## src/rtl/pixel_pkg.sv

```systemverilog
// Shared types and defaults for the pixel row readout receiver.
// Optional Gray-to-binary decode of pixel codes is selected with PIXEL_RX_GRAY_DECODE_EN.
package pixel_pkg;

  localparam int PIX_DATA_W     = 8;
  localparam int PIX_N_ROWS     = 2;
  localparam int PIX_N_COLS     = 2;
  localparam int PIX_FIFO_DEPTH = 4;

  typedef enum logic {
    IDLE = 1'b0,
    SER  = 1'b1
  } rx_state_t;

  typedef struct packed {
    logic [PIX_DATA_W-1:0] data;
    logic                  sof;
    logic                  eol;
    logic                  eof;
  } pix_entry_t;

  // Zero-extended input keeps this width-agnostic: leading zeros leave the prefix XOR unchanged.
  function automatic logic [31:0] gray2bin(input logic [31:0] g);
    logic [31:0] b;
    b[31] = g[31];
    for (int i = 30; i >= 0; i--) begin
      b[i] = b[i+1] ^ g[i];
    end
    return b;
  endfunction

endpackage

```

## src/rtl/pixel_rx_fifo.sv

```systemverilog
// Synchronous show-ahead FIFO; head entry is visible combinationally whenever non-empty.
// Push while full is accepted only when a pop frees the slot in the same cycle.
module pixel_rx_fifo #(
  parameter int W     = 11,
  parameter int DEPTH = 4
) (
  input  logic         clk,
  input  logic         reset,
  input  logic         push_i,
  input  logic [W-1:0] dat_i,
  input  logic         pop_i,
  output logic         full_o,
  output logic         empty_o,
  output logic [W-1:0] dat_o
);

  localparam int            AW       = $clog2(DEPTH);
  localparam logic [AW:0]   FULL_CNT = (AW+1)'(DEPTH);

  logic [W-1:0]  mem_q [DEPTH];
  logic [AW-1:0] wr_q, wr_d, rd_q, rd_d;
  logic [AW:0]   cnt_q, cnt_d;
  logic          do_push, do_pop;

  assign empty_o = (cnt_q == '0);
  assign full_o  = (cnt_q == FULL_CNT);
  assign do_pop  = pop_i && !empty_o;
  assign do_push = push_i && (!full_o || do_pop);
  assign dat_o   = empty_o ? '0 : mem_q[rd_q];

  always_comb begin
    wr_d  = wr_q;
    rd_d  = rd_q;
    cnt_d = cnt_q;
    if (do_push) wr_d = wr_q + AW'(1);
    if (do_pop)  rd_d = rd_q + AW'(1);
    case ({do_push, do_pop})
      2'b10:   cnt_d = cnt_q + (AW+1)'(1);
      2'b01:   cnt_d = cnt_q - (AW+1)'(1);
      default: cnt_d = cnt_q;
    endcase
  end

  always_ff @(posedge clk) begin
    if (reset) begin
      wr_q  <= '0;
      rd_q  <= '0;
      cnt_q <= '0;
    end else begin
      wr_q  <= wr_d;
      rd_q  <= rd_d;
      cnt_q <= cnt_d;
    end
  end

  always_ff @(posedge clk) begin
    if (do_push) mem_q[wr_q] <= dat_i;
  end

endmodule

```

## src/rtl/pixel_readout_rx.sv

```systemverilog
// Row readout receiver: latches a row per strobe and serializes it into a tagged pixel stream.
// Latency row_valid -> pix_valid is 2 cycles; full FIFO stalls serialization. Gray decode: PIXEL_RX_GRAY_DECODE_EN.
module pixel_readout_rx
  import pixel_pkg::*;
#(
  parameter int N_ROWS     = PIX_N_ROWS,
  parameter int N_COLS     = PIX_N_COLS,
  parameter int DATA_W     = PIX_DATA_W,
  parameter int FIFO_DEPTH = PIX_FIFO_DEPTH
) (
  input  logic                       clk,
  input  logic                       reset,
  input  logic                       row_valid,
  input  logic [$clog2(N_ROWS)-1:0]  row_idx,
  input  logic [N_COLS*DATA_W-1:0]   row_data,
  output logic                       rx_busy,
  input  logic                       clr_ovf,
  output logic                       pix_valid,
  input  logic                       pix_ready,
  output logic [DATA_W-1:0]          pix_data,
  output logic                       pix_sof,
  output logic                       pix_eol,
  output logic                       pix_eof,
  output logic [15:0]                frame_cnt,
  output logic                       ovf_err
);

  localparam int IW = $clog2(N_ROWS);
  localparam int CW = (N_COLS > 1) ? $clog2(N_COLS) : 1;
  localparam int EW = DATA_W + 3;

  rx_state_t               state_q, state_d;
  logic [N_COLS*DATA_W-1:0] row_q, row_d;
  logic [IW-1:0]           idx_q, idx_d;
  logic [CW-1:0]           col_q, col_d;
  logic                    ovf_q, ovf_d;
  logic [15:0]             frame_q, frame_d;

  logic                    fifo_full, fifo_empty, fifo_rdy;
  logic                    push, pop;
  logic [DATA_W-1:0]       code, pix_code;
  logic                    tag_sof, tag_eol, tag_eof;
  logic [EW-1:0]           wr_entry, rd_entry;

  assign code = row_q[col_q*DATA_W +: DATA_W];

`ifdef PIXEL_RX_GRAY_DECODE_EN
  assign pix_code = DATA_W'(gray2bin(32'(code)));
`else
  assign pix_code = code;
`endif

  assign tag_sof  = (idx_q == '0) && (col_q == '0);
  assign tag_eol  = (col_q == CW'(N_COLS - 1));
  assign tag_eof  = tag_eol && (idx_q == IW'(N_ROWS - 1));
  assign wr_entry = {pix_code, tag_sof, tag_eol, tag_eof};

  assign rx_busy   = (state_q == SER);
  assign pix_valid = !fifo_empty;
  assign pop       = pix_valid && pix_ready;
  // A pop in the same cycle frees the slot, so a full FIFO need not stall then.
  assign fifo_rdy  = !fifo_full || pop;

  always_comb begin
    state_d = state_q;
    row_d   = row_q;
    idx_d   = idx_q;
    col_d   = col_q;
    push    = 1'b0;
    case (state_q)
      IDLE: begin
        if (row_valid) begin
          row_d   = row_data;
          idx_d   = row_idx;
          col_d   = '0;
          state_d = SER;
        end
      end
      SER: begin
        if (fifo_rdy) begin
          push = 1'b1;
          if (tag_eol) state_d = IDLE;
          else         col_d   = col_q + CW'(1);
        end
      end
      default: state_d = IDLE;
    endcase
  end

  // Overflow set takes priority over a simultaneous clear.
  assign ovf_d   = (row_valid && rx_busy) ? 1'b1 : (clr_ovf ? 1'b0 : ovf_q);
  assign frame_d = (pop && rd_entry[0]) ? frame_q + 16'd1 : frame_q;

  always_ff @(posedge clk) begin
    if (reset) begin
      state_q <= IDLE;
      row_q   <= '0;
      idx_q   <= '0;
      col_q   <= '0;
      ovf_q   <= 1'b0;
      frame_q <= '0;
    end else begin
      state_q <= state_d;
      row_q   <= row_d;
      idx_q   <= idx_d;
      col_q   <= col_d;
      ovf_q   <= ovf_d;
      frame_q <= frame_d;
    end
  end

  pixel_rx_fifo #(
    .W     (EW),
    .DEPTH (FIFO_DEPTH)
  ) u_fifo (
    .clk     (clk),
    .reset   (reset),
    .push_i  (push),
    .dat_i   (wr_entry),
    .pop_i   (pop),
    .full_o  (fifo_full),
    .empty_o (fifo_empty),
    .dat_o   (rd_entry)
  );

  assign pix_data  = rd_entry[EW-1:3];
  assign pix_sof   = rd_entry[2];
  assign pix_eol   = rd_entry[1];
  assign pix_eof   = rd_entry[0];
  assign frame_cnt = frame_q;
  assign ovf_err   = ovf_q;

endmodule

```

## config.mk

```make
export PLATFORM = sky130hd
export DESIGN_NAME = pixel_readout_rx
export DESIGN_NICKNAME = d
export VERILOG_FILES = /design/src/rtl/pixel_pkg.sv /design/src/rtl/pixel_rx_fifo.sv /design/src/rtl/pixel_readout_rx.sv
export SDC_FILE = /design/constraint.sdc
export NUM_CORES = 1
export LEC_CHECK = 0
export CAP_MARGIN = 15
export CORE_MARGIN = 10
export CORE_UTILIZATION = 50
export DETAILED_ROUTE_END_ITERATION = 16
export GPL_TIMING_DRIVEN = 0
export PLACE_DENSITY_LB_ADDON = 0.05
export SKIP_CTS_REPAIR_TIMING = 1
export SLEW_MARGIN = 20
export SYNTH_ARGS = -nofsm -noshare
export SYNTH_HDL_FRONTEND = slang
export SYNTH_SLANG_ARGS = --single-unit
```

## constraint.sdc

```tcl
create_clock -name clk -period 2.75 [get_ports clk]
set_input_delay 0.55 -clock clk [delete_from_list [all_inputs] [get_ports clk]]
set_output_delay 0.55 -clock clk [all_outputs]
set_load 0.005 [all_outputs]
```

==> flow_summary.yaml <==
critical_path:
  crit_chain: "buf_6, mux4_2, and2_1, clkdlybuf4s50_1"
  critPathMaxStageDelay_ns: 0.50
  required_ns: 2.20
  critical_path_class: "register to output pin"
  path_max_fanout: 10
  worstSetupEndpointType: "output pin"
  arrival_ns: 2.06
  cp-start-kind: "register"
  worst_path_max_delay_cell: "mux4_2"
global_routing:
  grt_overflow_total: 0
  grt_max_degree: 17
  grt_pass1_wl_um: 11900
  antenna_found_initial: 0
  grt_util_all_layers: 0.132
  grt_pass1_vias: 2407
clock_tree:
  cts_buffers: 9
  clk_path_buf_depth: 2
  clock-root-buffer: "clkbuf_8"
  clock-sinks: 89
  clkLatencyLatePin_ns: 0.35
  cts_tree: "yes"
  cts_htree_levels: 3
  path_clk_slew_ns: 0.09
sta:
  skew_ns: 0.00449
  hold_slack_ns: 0.458
  max-slew-margin-rel: 0.620
  min_period_ns: 2.61
  worstMarginPinSlew_ns: 0.569
  slew_viol_final: 0
  max_freq_mhz: 383
  setup_tns_ns: 0
  rsz0062_at_grt: "false"
  fin_crit_sh: 0.950
  final_hold_viol_count: 0
  setup_viol: 0
power_and_ir_drop:
  p_seq_frac: 0.461
  combPwrFrac: 0.261
  switching_share: 0.271
  p_int_mw: 2.46
  power.switching_mw: 0.914
  powerDensity_nw_per_um2: 755
  p_leak_nw: 1.55
  clkPwrFrac: 0.277
  peakVddDrop_mv: 0.285
die:
  io_pins: 52
  placementRows: 30
  dieHeight_um: 105
  core_region_area_sq_um: 6910
  die_x_um: 105
  start_util: 0.525
  dieArea_sq_um: 11100
place:
  port_buffers: 50
  gp_congestion: 0.740
  dp_hpwl_um: 5120
  place_area_sq_um: 4250
route:
  wl_per_cell_um: 15.4
  drc: 0
  via_per_inst: 5.10
  drtPass1Iterations: 4
  num_vias: 2350
  routed_wirelength_um: 7090
  drt_iter0_markers: 78
  postRouteAntennaNets: 0
synthesis:
  synth_ff_type: "dfxtp_1"
  synth-edff-count: 44
  syn_nets: 328
  synthTopCellsByCount: "dfxtp_1, edfxtp_1, nand2_1"
  synthTopCellsByArea: "edfxtp_1, dfxtp_1, mux4_2"
  syn_area_sq_um: 3630
  ys_ff_latch: 89
  post_synth.cell_area_avg_sq_um: 12.1
  synthArstFlopShare: 0
  synth_cells: 299
  synth.distinct_cells: 34
  ys_seq_area_frac: 0.613
  yosys_warnings: 0
  synth.top_cell.area_share: 0.364
  yosys.area.top_type: "edfxtp_1"
  synth.most_common_cell: "dfxtp_1"
cells_and_area:
  syn_to_final_growth_pct: 23.3
  fill_cells: 589
  nets: 389
  antennaDiodeCount: 0
  multi_input_comb_area_sq_um: 1310
  ff_latch_area_sq_um: 2220
  drive_gt1_frac: 0.110
  postLayoutCellArea_sq_um: 4470
status:
  status: "complete, no violations"
min_path:
  holdCritPathClass: "register to register"
run:
  cap_violations: 0
-- path summary, 6_finish.rpt --
kind / start / end / slack (ns) / cells past startpoint
worst max register to register: u_fifo.cnt_q[2]$_SDFFE_PP0P_ / u_fifo.cnt_q[2]$_SDFFE_PP0P_ / 0.33 / 10
worst max-delay path: register / pix_data[7] / 0.14 / 4
worst min register to register: row_q[6]$_SDFFE_PP0P_ / row_q[6]$_SDFFE_PP0P_ / 0.46 / 2
worst min-delay path: row_q[6]$_SDFFE_PP0P_ / row_q[6]$_SDFFE_PP0P_ / 0.46 / 2
-- layout make-up --
cell class | instances | share of cell area
Sequential cell | 89 | 0.497
Inverter | 7 | 0.00588
Tap cell | 96 | 0.0269
Buffer | 16 | 0.0165
Clock buffer | 11 | 0.0342
Clock inverter | 5 | 0.0137
Timing Repair Buffer | 50 | 0.112
Multi-Input combinational cell | 187 | 0.294
-- critical path, delay by kind of cell (launching register included) --
family,cells,cell delay [ns]
and+or+nand+nor,1,0.18
muxes,1,0.50
buffers and inverters,2,0.64
DFF,1,0.38
-- metrics by stage --
stage,total power [mW],utilization,setup slack (ns),std cells
after floorplan,2.10,-,0.442,299
after global placement,2.46,0.615,-0.256,445
after detailed placement,2.48,0.615,-0.292,445
after CTS,3.40,0.646,-0.0639,461
after global routing,3.56,0.647,0.0372,461
final,3.38,0.647,0.137,461
-- state kept, by name, indices dropped and copies added (netlist names), named ones only --
signal and flops:
idx_q 1, ovf_err 1, u_fifo.wr_q 2, u_fifo.rd_q 2, rx_busy 1, row_q 16, u_fifo.cnt_q 3, u_fifo.mem_q 44
col_q 1, frame_cnt 16
-- cell families after synthesis --
logic type	after synthesis	share of synthesized area
flip-flops	89	0.613
adder cells (fa/ha/maj)	7	0.0262
AO/OA/AOI/OAI	39	0.0587
AND/OR/NAND/NOR	108	0.150
multiplexers	20	0.0959
buffers and inverters	23	0.0252
XOR/XNOR	13	0.0314
-- routing by layer --
| layer | part of all wire | vias up | track usage |
|---|---|---|---|
| li1 | - | 1180 | - |
| met1 | 0.48 | 1113 | 0.171 |
| met2 | 0.45 | 48 | 0.202 |
| met3 | 0.046 | 9 | 0.0362 |
| met4 | 0.016 | 0 | 0.0559 |
| met5 | 0 | - | 0 |
-- cells in the final DEF (no fill, tap or decap), types with 3 or more instances in the layout --
master | netlist | routed
a21oi_1 | 28 | 28
and3_1 | 3 | 3
xor2_1 | 11 | 11
or3_1 | 7 | 7
mux2_2 | 8 | 8
nand3_1 | 4 | 4
nand4_1 | 7 | 7
clkbuf_8 | 0 | 9
clkbuf_1 | 11 | 11
mux4_2 | 11 | 11
nand2_1 | 40 | 40
inv_1 | 7 | 7
ha_1 | 6 | 6
and4_1 | 3 | 3
dfxtp_1 | 45 | 45
nor2_1 | 19 | 19
and2_1 | 17 | 17
clkdlybuf4s50_1 | 0 | 50
edfxtp_1 | 44 | 44
o21ai_0 | 6 | 6
-- power by group through the flow --
stage / clock, mW / sequential [mW] / combinational (mW)
after floorplan: 0 / 1.57 / 0.530
after global placement: 0 / 1.58 / 0.876
after detailed placement: 0 / 1.59 / 0.891
after CTS: 0.957 / 1.56 / 0.893
after global routing: 1.01 / 1.57 / 0.980
final: 0.936 / 1.56 / 0.883
Power figures use the tool's default switching activity.
